File: config.mk
export PLATFORM = sky130hd
export DESIGN_NAME = melody_sequencer
export DESIGN_NICKNAME = d
export VERILOG_FILES = /design/src/rtl/melody_pkg.sv /design/src/rtl/melody_rom.sv /design/src/rtl/melody_sequencer.sv
export SDC_FILE = /design/constraint.sdc
export NUM_CORES = 1
export LEC_CHECK = 0
export ABC_AREA = 1
export BUFFER_PORTS_ARGS = -buffer_cell sky130_fd_sc_hd__buf_2
export CORE_UTILIZATION = 30
export CTS_BUF_LIST = sky130_fd_sc_hd__clkbuf_8
export CTS_CLUSTER_SIZE = 28
export DETAILED_ROUTE_END_ITERATION = 7
export HOLD_SLACK_MARGIN = 0.05
export PLACE_DENSITY = 0.5
export SYNTH_ARGS = -nofsm -noshare
export SYNTH_HDL_FRONTEND = slang
export SYNTH_SLANG_ARGS = --single-unit
File: constraint.sdc
create_clock -name clk -period 2.49 [get_ports clk]
set_input_delay 0.249 -clock clk [delete_from_list [all_inputs] [get_ports clk]]
set_output_delay 0.249 -clock clk [all_outputs]
set_load 0.005 [all_outputs]
File: src/rtl/melody_pkg.sv
`default_nettype none
// ============================================================================
//  Module      : melody_pkg
//  Description : Shared definitions for the melody sequencer: note indices,
//                song ids and base addresses, ROM entry layout, FSM state
//                encodings and small helper functions.
//  Revision    : 1.0 - initial release
// ============================================================================
package melody_pkg;

    // ROM entry layout: {note[5:0], dur[3:0]}
    localparam int NOTE_W     = 6;
    localparam int DUR_W      = 4;
    localparam int ENTRY_W    = NOTE_W + DUR_W;
    localparam int ROM_ADDR_W = 6;
    localparam int SONG_W     = 2;

    // Note indices understood by the buzzer (0 = rest)
    localparam logic [NOTE_W-1:0] REST   = 6'd0;
    localparam logic [NOTE_W-1:0] C_LOW  = 6'd1;
    localparam logic [NOTE_W-1:0] D_LOW  = 6'd2;
    localparam logic [NOTE_W-1:0] E_LOW  = 6'd3;
    localparam logic [NOTE_W-1:0] F_LOW  = 6'd4;
    localparam logic [NOTE_W-1:0] G_LOW  = 6'd5;
    localparam logic [NOTE_W-1:0] A_LOW  = 6'd6;
    localparam logic [NOTE_W-1:0] B_LOW  = 6'd7;
    localparam logic [NOTE_W-1:0] C_MID  = 6'd8;
    localparam logic [NOTE_W-1:0] D_MID  = 6'd9;
    localparam logic [NOTE_W-1:0] E_MID  = 6'd10;
    localparam logic [NOTE_W-1:0] F_MID  = 6'd11;
    localparam logic [NOTE_W-1:0] G_MID  = 6'd12;
    localparam logic [NOTE_W-1:0] A_MID  = 6'd13;
    localparam logic [NOTE_W-1:0] B_MID  = 6'd14;
    localparam logic [NOTE_W-1:0] C_HIGH = 6'd15;
    localparam logic [NOTE_W-1:0] D_HIGH = 6'd16;
    localparam logic [NOTE_W-1:0] E_HIGH = 6'd17;
    localparam logic [NOTE_W-1:0] F_HIGH = 6'd18;
    localparam logic [NOTE_W-1:0] G_HIGH = 6'd19;
    localparam logic [NOTE_W-1:0] A_HIGH = 6'd20;
    localparam logic [NOTE_W-1:0] B_HIGH = 6'd21;

    // Song ids
    localparam logic [SONG_W-1:0] SONG_BGM      = 2'd0;
    localparam logic [SONG_W-1:0] SONG_GAMEOVER = 2'd1;
    localparam logic [SONG_W-1:0] SONG_START    = 2'd2;
    localparam logic [SONG_W-1:0] SONG_PERFECT  = 2'd3;

    // Base address of each song, indexed by song id
    localparam logic [3:0][ROM_ADDR_W-1:0] SONG_BASE = {6'd60, 6'd32, 6'd16, 6'd0};

    // Sequencer FSM encoding
    localparam logic [1:0] ST_IDLE = 2'd0;
    localparam logic [1:0] ST_NEXT = 2'd1;
    localparam logic [1:0] ST_NOTE = 2'd2;
    localparam logic [1:0] ST_GAP  = 2'd3;

    typedef struct packed {
        logic [NOTE_W-1:0] note;
        logic [DUR_W-1:0]  dur;
    } rom_entry_t;

    function automatic rom_entry_t mk_entry(input logic [NOTE_W-1:0] note,
                                            input logic [DUR_W-1:0]  dur);
        rom_entry_t e;
        e.note = note;
        e.dur  = dur;
        return e;
    endfunction

    // Out-of-range note indices are silenced rather than passed to the buzzer
    function automatic logic [NOTE_W-1:0] note_clamp(input logic [NOTE_W-1:0] note);
        return (note > B_HIGH) ? REST : note;
    endfunction

endpackage
`default_nettype wire

File: src/rtl/melody_rom.sv
`default_nettype none
// ============================================================================
//  Module      : melody_rom
//  Description : Combinational case-ROM holding all songs. Each entry is
//                {note[5:0], dur[3:0]}; dur = 0 terminates a song.
//  Ports       : i_addr  - entry address
//                o_entry - 10-bit entry at i_addr
//  Revision    : 1.0 - initial release
// ============================================================================
module melody_rom
    import melody_pkg::*;
#(
    parameter int ADDR_W = 6
) (
    input  logic [ADDR_W-1:0]  i_addr,
    output logic [ENTRY_W-1:0] o_entry
);

    always_comb begin
        o_entry = mk_entry(REST, 4'd0);
        case (int'(i_addr))
            // BGM (loops)
            0:  o_entry = mk_entry(C_MID,  4'd1);
            1:  o_entry = mk_entry(E_MID,  4'd1);
            2:  o_entry = mk_entry(REST,   4'd1);
            3:  o_entry = mk_entry(G_MID,  4'd2);
            4:  o_entry = mk_entry(REST,   4'd0);
            // GAMEOVER
            16: o_entry = mk_entry(G_MID,  4'd2);
            17: o_entry = mk_entry(E_MID,  4'd2);
            18: o_entry = mk_entry(C_MID,  4'd4);
            19: o_entry = mk_entry(REST,   4'd0);
            // START
            32: o_entry = mk_entry(C_HIGH, 4'd1);
            33: o_entry = mk_entry(G_MID,  4'd1);
            34: o_entry = mk_entry(C_HIGH, 4'd2);
            35: o_entry = mk_entry(REST,   4'd0);
            // PERFECT
            60: o_entry = mk_entry(C_MID,  4'd2);
            61: o_entry = mk_entry(G_MID,  4'd1);
            62: o_entry = mk_entry(REST,   4'd0);
            default: o_entry = mk_entry(REST, 4'd0);
        endcase
    end

endmodule
`default_nettype wire

File: src/rtl/melody_sequencer.sv
`default_nettype none
// ============================================================================
//  Module      : melody_sequencer
//  Description : Steps through the melody ROM at the tempo tick rate and
//                drives the note index consumed by the buzzer. Supports one
//                looping background track and one-shot jingles.
//  Ports       : clk, rst          - clock, synchronous active-high reset
//                i_req, i_req_song - start-song pulse and song id
//                i_stop            - abort-playback pulse
//                music_scale       - registered note index (0 = silence)
//                o_busy            - a song is playing
//                o_song            - id of current/last song
//                o_song_done       - one-shot song ended naturally (pulse)
//  Revision    : 1.0 - initial release
// ============================================================================
module melody_sequencer
    import melody_pkg::*;
#(
    parameter int CLK_HZ     = 50_000_000,
    parameter int TICK_HZ    = 8,
    parameter int GAP_CYCLES = 2_500_000,
    parameter int ADDR_W     = 6
) (
    input  logic              clk,
    input  logic              rst,
    input  logic              i_req,
    input  logic [SONG_W-1:0] i_req_song,
    input  logic              i_stop,
    output logic [NOTE_W-1:0] music_scale,
    output logic              o_busy,
    output logic [SONG_W-1:0] o_song,
    output logic              o_song_done
);

    localparam int TICK_CYC = CLK_HZ / TICK_HZ;
    localparam int CYC_W    = (TICK_CYC > 1) ? $clog2(TICK_CYC) : 1;

    localparam logic [CYC_W-1:0] c_cyc_last = CYC_W'(TICK_CYC - 1);
    // Last sounded cycle inside the final tick of an entry
    localparam logic [CYC_W-1:0] c_note_last = CYC_W'(TICK_CYC - GAP_CYCLES - 1);
    localparam logic [DUR_W-1:0] c_dur_one   = DUR_W'(1);

    // ------------------------------------------------------------------
    // State and datapath registers
    // ------------------------------------------------------------------
    logic [1:0]        state_q,       state_d;
    logic [ADDR_W-1:0] addr_q,        addr_d;
    logic [CYC_W-1:0]  cyc_q,         cyc_d;
    logic [DUR_W-1:0]  tick_q,        tick_d;
    logic [NOTE_W-1:0] note_q,        note_d;
    logic [DUR_W-1:0]  dur_q,         dur_d;
    logic [SONG_W-1:0] song_q,        song_d;
    logic [NOTE_W-1:0] music_scale_q, music_scale_d;
    logic              busy_q,        busy_d;
    logic              done_q,        done_d;

    logic [ENTRY_W-1:0] w_entry_raw;
    rom_entry_t         w_entry;
    logic               w_tick_last;
    logic               w_last_tick;
    logic               w_entry_end;
    logic               w_gap_start;
    logic               w_done_evt;

    // The address register always points at the entry to be loaded next, so
    // the following entry is already visible when the current one ends and
    // playback continues without an idle cycle.
    melody_rom #(
        .ADDR_W (ADDR_W)
    ) u_rom (
        .i_addr  (addr_q),
        .o_entry (w_entry_raw)
    );

    assign w_entry     = rom_entry_t'(w_entry_raw);
    assign w_tick_last = (cyc_q == c_cyc_last);
    assign w_last_tick = (tick_q == (dur_q - c_dur_one));
    assign w_entry_end = w_tick_last && w_last_tick;
    assign w_gap_start = (cyc_q == c_note_last) && w_last_tick;

    // ------------------------------------------------------------------
    // State register
    // ------------------------------------------------------------------
    always_ff @(posedge clk) begin
        if (rst) begin
            state_q       <= ST_IDLE;
            addr_q        <= '0;
            cyc_q         <= '0;
            tick_q        <= '0;
            note_q        <= '0;
            dur_q         <= '0;
            song_q        <= '0;
            music_scale_q <= '0;
            busy_q        <= 1'b0;
            done_q        <= 1'b0;
        end else begin
            state_q       <= state_d;
            addr_q        <= addr_d;
            cyc_q         <= cyc_d;
            tick_q        <= tick_d;
            note_q        <= note_d;
            dur_q         <= dur_d;
            song_q        <= song_d;
            music_scale_q <= music_scale_d;
            busy_q        <= busy_d;
            done_q        <= done_d;
        end
    end

    // ------------------------------------------------------------------
    // Next-state and counter logic
    // ------------------------------------------------------------------
    always_comb begin
        state_d    = state_q;
        addr_d     = addr_q;
        cyc_d      = cyc_q;
        tick_d     = tick_q;
        note_d     = note_q;
        dur_d      = dur_q;
        song_d     = song_q;
        w_done_evt = 1'b0;

        if (i_req) begin
            // Requests preempt everything, including a stop and an end marker
            state_d = ST_NEXT;
            addr_d  = ADDR_W'(SONG_BASE[i_req_song]);
            cyc_d   = '0;
            tick_d  = '0;
            song_d  = i_req_song;
        end else if (i_stop) begin
            state_d = ST_IDLE;
            cyc_d   = '0;
            tick_d  = '0;
        end else begin
            case (state_q)
                ST_IDLE: begin
                    state_d = ST_IDLE;
                end
                ST_NEXT: begin
                    // Song start: the first entry is never an end marker
                    state_d = ST_NOTE;
                    note_d  = note_clamp(w_entry.note);
                    dur_d   = w_entry.dur;
                    addr_d  = addr_q + ADDR_W'(1);
                    cyc_d   = '0;
                    tick_d  = '0;
                end
                ST_NOTE, ST_GAP: begin
                    if (w_entry_end) begin
                        cyc_d  = '0;
                        tick_d = '0;
                        if (w_entry.dur == '0) begin
                            if (song_q == SONG_BGM) begin
                                state_d = ST_NEXT;
                                addr_d  = ADDR_W'(SONG_BASE[SONG_BGM]);
                            end else begin
                                state_d    = ST_IDLE;
                                w_done_evt = 1'b1;
                            end
                        end else begin
                            state_d = ST_NOTE;
                            note_d  = note_clamp(w_entry.note);
                            dur_d   = w_entry.dur;
                            addr_d  = addr_q + ADDR_W'(1);
                        end
                    end else begin
                        if (w_tick_last) begin
                            cyc_d  = '0;
                            tick_d = tick_q + c_dur_one;
                        end else begin
                            cyc_d  = cyc_q + CYC_W'(1);
                        end
                        if ((state_q == ST_NOTE) && w_gap_start) begin
                            state_d = ST_GAP;
                        end
                    end
                end
                default: begin
                    state_d = ST_IDLE;
                end
            endcase
        end
    end

    // ------------------------------------------------------------------
    // Output logic: outputs are registered from the next state so they
    // line up with the state they describe.
    // ------------------------------------------------------------------
    always_comb begin
        music_scale_d = (state_d == ST_NOTE) ? note_d : REST;
        busy_d        = (state_d != ST_IDLE);
        done_d        = w_done_evt;
    end

    assign music_scale = music_scale_q;
    assign o_busy      = busy_q;
    assign o_song      = song_q;
    assign o_song_done = done_q;

endmodule
`default_nettype wire

Word-level counts from Yosys, hierarchy flattened
Memory sizes are Yosys's and may differ from the RTL's. A register that Yosys moved wholly into a read port is not among the register bits.
Index checks and enable logic that the tools add are counted.
- register bits: 55
- word-level logic and storage cells: 85
- ROM bits: 448
- input bits: 6
- memories kept: 1
- memory list (memory ; words ; width ; rd ports ; clocked after Yosys merged registers in ; write ports ; RTL line ; source):
    (name not given) ; 64 ; 7 ; 1 ; 1 ; 0 ; melody_rom.sv:21 ; case (int'(i_addr))
- bitwise gates (word level): 6
- reductions and logical operators: 16
- order comparisons: 2
- equality and inequality tests: 13
- $add $sub $neg: 4
- muxes and demuxes: 33
- operators with widths (kind ; count):
    $mux W6 ; 13
    $mux W23 ; 2
    $pmux W23 S2 ; 1
    $pmux W6 S2 ; 2
    $add A23 B1 Y23 const B ; 1
    $eq A23 B22 Y1 const B ; 1
    $eq A23 B23 Y1 const B ; 1
    $mux W4 ; 4
    $pmux W4 S2 ; 2
    $bmux W6 S2 ; 1
    $mux W2 ; 5
    $add A6 B1 Y6 const B ; 1
    $eq A2 B2 Y1 const B ; 3
    $gt A6 B5 Y1 const B ; 1
    $ne A2 B2 Y1 const B ; 3
    $ne A3 B3 Y1 const B ; 2
    $not A1 Y1 ; 6
    $pmux W2 S3 ; 1
    $reduce_or A6 Y1 ; 1
    $reduce_and A5 Y1 ; 1
    $add A4 B1 Y4 const B ; 1
    $eq A4 B4 Y1 ; 1
    $logic_not A2 Y1 ; 2
    $logic_not A4 Y1 ; 1
    other kinds (12) ; 17

Logic depth before layout (Yosys ltp)
- word-level depth: 12
- depth in mapped cells: 20
- gate-level depth less buffers: 20

Modules after synthesis
From an unflattened synthesis, not the netlist that was laid out.
- cell total of the unflattened synthesis: 562
- area, all modules: 3492.1 µm²
- modules (own cells, without submodules) (module ; sequential area each (µm²) ; area each (µm²) ; cells an instance ; instances):
    melody_sequencer ; 1101.1 ; 3234.4 ; 510 ; 1
    melody_rom ; 0.0 ; 257.7 ; 52 ; 1

Worst setup path after synthesis
No wires, ideal clock.
- path kind: register to register
- from: register dur_q[0]
- to: register u_rom.o_entry[1] (netlist name)
- data required time: 2378 ps
- cell stages (with the launch flop): 19
- path slack: 533 ps
- arrival: 1845 ps
- clock period less this slack: 1957 ps
- buffers on the path: 0
- library setup time: 112 ps
- cell sequence: dfxtp_1 > inv_2 > ha_1 > inv_1 > nand2_1 > nand3b_1 > nand2_1 > nor2_1 > nand3_4 > nand2_4 > nand2_8 > nand2_8 > o21ai_1 > nand2_2 > nor2_8 > nand2_2 > inv_1 > nand2_1 > nand2_1
- cells in the longest elaborated chain, start to end: 7
- ends and longest elaborated chain (item ; RTL line ; source):
    from (decl) ; melody_sequencer.sv:51 ; logic [DUR_W-1:0] dur_q, dur_d;
    from (signal assigned) ; melody_sequencer.sv:102 ; dur_q <= dur_d;
    $sub A4 B1 Y4 ; melody_sequencer.sv:77 ; assign w_last_tick = (tick_q == (dur_q - c_dur_one));
    $eq A4 B4 Y1 ; melody_sequencer.sv:77 ;
    $logic_and A1 B1 Y1 ; melody_sequencer.sv:78 ; assign w_entry_end = w_tick_last && w_last_tick;
    $ne A3 B3 Y1 (no line) ; - ;
    $reduce_and A4 Y1 (no line) ; - ;
    $mux W6 (no line) (2 in a row) ; - ;
Every way passes these cells.
A chain may end at the register's enable or synchronous reset.

Worst setup path in the final report
- from: register dur_q[0]
- to: register u_rom.o_entry[6] (netlist name)
- cells in the longest elaborated chain, start to end: 7
- ends and longest elaborated chain (item ; RTL line):
    $sub A4 B1 Y4 ; melody_sequencer.sv:77
    $eq A4 B4 Y1 ; melody_sequencer.sv:77
    $logic_and A1 B1 Y1 ; melody_sequencer.sv:78
    $ne A3 B3 Y1 (no line) ; -
    $reduce_and A4 Y1 (no line) ; -
    $mux W6 (no line) (2 in a row) ; -
Every way passes these cells.

==> out/summary.txt <==
Yosys cell types: 45
reg2reg path depth: 18
Arrival @ worst endpoint: 2.47 ns
Total Neg Setup Slack: 0 ns
Seq/Total Area, Yosys: 0.355
H-Tree Depth: 3
cell area after layout: 3920 um2
initial antenna violation count: 0
pin count of the biggest net entering global routing: 21
Synth Instances: 479
Final ANT Viol Nets: 0
Die W: 109 um
Syn Nets: 489
CTS tree: yes
Top Metal Used: met4
Initial Util: 0.313
Clock Path Buffers: 2
cell taking the most area after synthesis: dfxtp_1
# diodes: 0
nets: 516
met2 wire length: 3990 um
worst hold slack: 0.161 ns
cell area after synthesis: 3440 um2
P&R area growth vs syn: 13.8%
Seq cells post-synth: 61
final WL: 8460 um
RSZ-0062 raised after global routing: no
# setup viols final: 0
global-route wire length before repair: 14500 um
gpl congestion: 0.841
Site Rows: 38
Sink Count: 61
Hold Vio Cnt, Final: 0
Clk Latency, worst-skew pair: 0.35 ns
WP data required: 2.72 ns
crit path time final: 2.23 ns
routed vias/inst: 4.83
Placed Area: 3730 um2
vias in the first global route: 3069
Leakage: 1.62 nW
Worst-path clk slew: 0.08 ns
FILL cells: 1131
Num CTS Buffers: 9
Core ar.: 11000 um2
crit-path max FO: 9
Critical Path End Type: flop
leading cell type in the layout, fill and taps excluded: nand2_1
vias: 3145
Port Buffers: 15
fin crit share: 0.897
Layout Utilization: 0.357
all-layer global routing usage: 0.158
CTS resizes: 0
# IOs: 16
Max Slew Vio Count: 0
worst reg2reg setup slack: 0.26 ns
WL met3: 230 um
Power Dens Cells: 524 nW/um2
initial DRC count: 157
setup bufs post-CTS: 0
M1 WL: 4130 um
ranking of synthesized cells by area: dfxtp_1 (35%), nand2_1 (11%), nand3_1 (5.8%)
most frequent cells in the layout: nand2_1 (100), dfxtp_1 (61), inv_1 (45)
total gr overflow: 0
Startpoint Class: flop
worst-margin pin slew: 0.494 ns
Routed WL per cell: 13.0 um
Slew Limit Headroom: 0.668
share of the synthesized area in the top cell type: 0.355
share of cells above drive strength 1: 0.204
Max Fclk: 448 MHz
Die Span Y: 109 um
Pre-antenna DRT Iters: 4
VDD IR max: 0.317 mV
Yosys warning total: 0
Worst Skew: 0.0185 ns
Max-Cap Viols: 0
DP HPWL: 6500 um
average footprint of a synthesized cell: 7.18 um2
Worst Hold Path Cells: 3
Post-CTS Hold Fix Bufs: 0
DR DRC count: 0
outcome: complete, no violations
crit path kind: flop to flop
die area: 11900 um2
HP Class: input pin to flop
Root Driver: clkbuf_8
## critical path, cell delays in order, from the launching register on
cell and delay (ns):
dfxtp_1 0.38, inv_2 0.07, ha_1 0.21, inv_1 0.05, nand2_1 0.06, nand3b_1 0.08, nand2_1 0.05, nor2_1 0.23
nand3_4 0.14, nand2_4 0.13, nand2_8 0.10, nand2_8 0.11, nand2_2 0.08, nand3_4 0.12, inv_2 0.08, nand3_1 0.08
nand2_1 0.06, nand2_1 0.06, nand2_1 0.05
## metrics by stage
stage	power [mW]	std cells	setup WS, ns
after global routing	2.15	651	0.0118
after floorplan	1.21	479	0.533
after CTS	2.08	651	0.156
after detailed placement	1.27	635	0.196
after global placement	1.27	635	0.154
final	2.05	651	0.257
## worst paths after layout
| check | to | start |
|---|---|---|
| min | o_song[0] | i_req_song[0] |
| max | u_rom.o_entry[6] | dur_q[0] |
| max reg2reg | u_rom.o_entry[6] | dur_q[0] |
| min reg2reg | note_q[5] | note_q[5] |
## synthesized netlist by cell type, drive strengths merged
cell / n
o31ai: 2
nor4: 5
nand3b: 4
o21bai: 6
o21ai: 22
a21oi: 34
nand4: 17
inv: 59
xnor2: 3
a221oi: 5
a2bb2oi: 1
or2: 3
xor2: 5
nor3: 9
clkbuf: 6
o2111a: 1
o22ai: 1
nand3: 47
nor3b: 1
dfxtp: 61
ha: 4
clkinv: 3
nand2: 119
a22oi: 2
a32oi: 1
buf: 4
nor2: 54
## state kept, by name (all words and copies together), names as in the netlist
register,count
u_rom.o_entry,7
o_busy,1
addr_q,6
cyc_q,23
music_scale,6
o_song_done,1
tick_q,4
dur_q,3
state_q,2
o_song,2
note_q,6
## kinds of logic (layout without fill, tap and decap cells)
group | count (synthesis) | count (layout) | synth area share
AOI/OAI and AO/OA | 75 | 75 | 0.128
adders and majority gates | 4 | 4 | 0.0145
buffers and inverters | 72 | 104 | 0.0811
and+or+nand+nor | 259 | 259 | 0.401
xor gates and xnor gates | 8 | 8 | 0.0204
DFF | 61 | 61 | 0.355
## report_power, final
group	switching (mW)	internal, mW
Combinational	0.149	0.0751
Sequential	0.0205	1.00
Clock	0.443	0.364
Total	0.612	1.44
## routing by layer
metal	vias to the layer above	global-route usage
met5	-	0
met4	0	0.0541
met3	10	0.0287
met2	44	0.263
met1	1450	0.204
li1	1641	-
## final cells by class
| class | count | area, um2 | area share |
|---|---|---|---|
| flip-flops and latches | 61 | 1220 | 0.312 |
| repair buffers | 26 | 158 | 0.0403 |
| clock buffers | 9 | 124 | 0.0316 |
| inverters | 62 | 236 | 0.0604 |
| multi-input cells | 346 | 1950 | 0.498 |
| clock inverters | 7 | 51.3 | 0.0131 |
| well taps | 140 | 175 | 0.0447 |
Note: power is estimated with default switching activity, not from simulation.
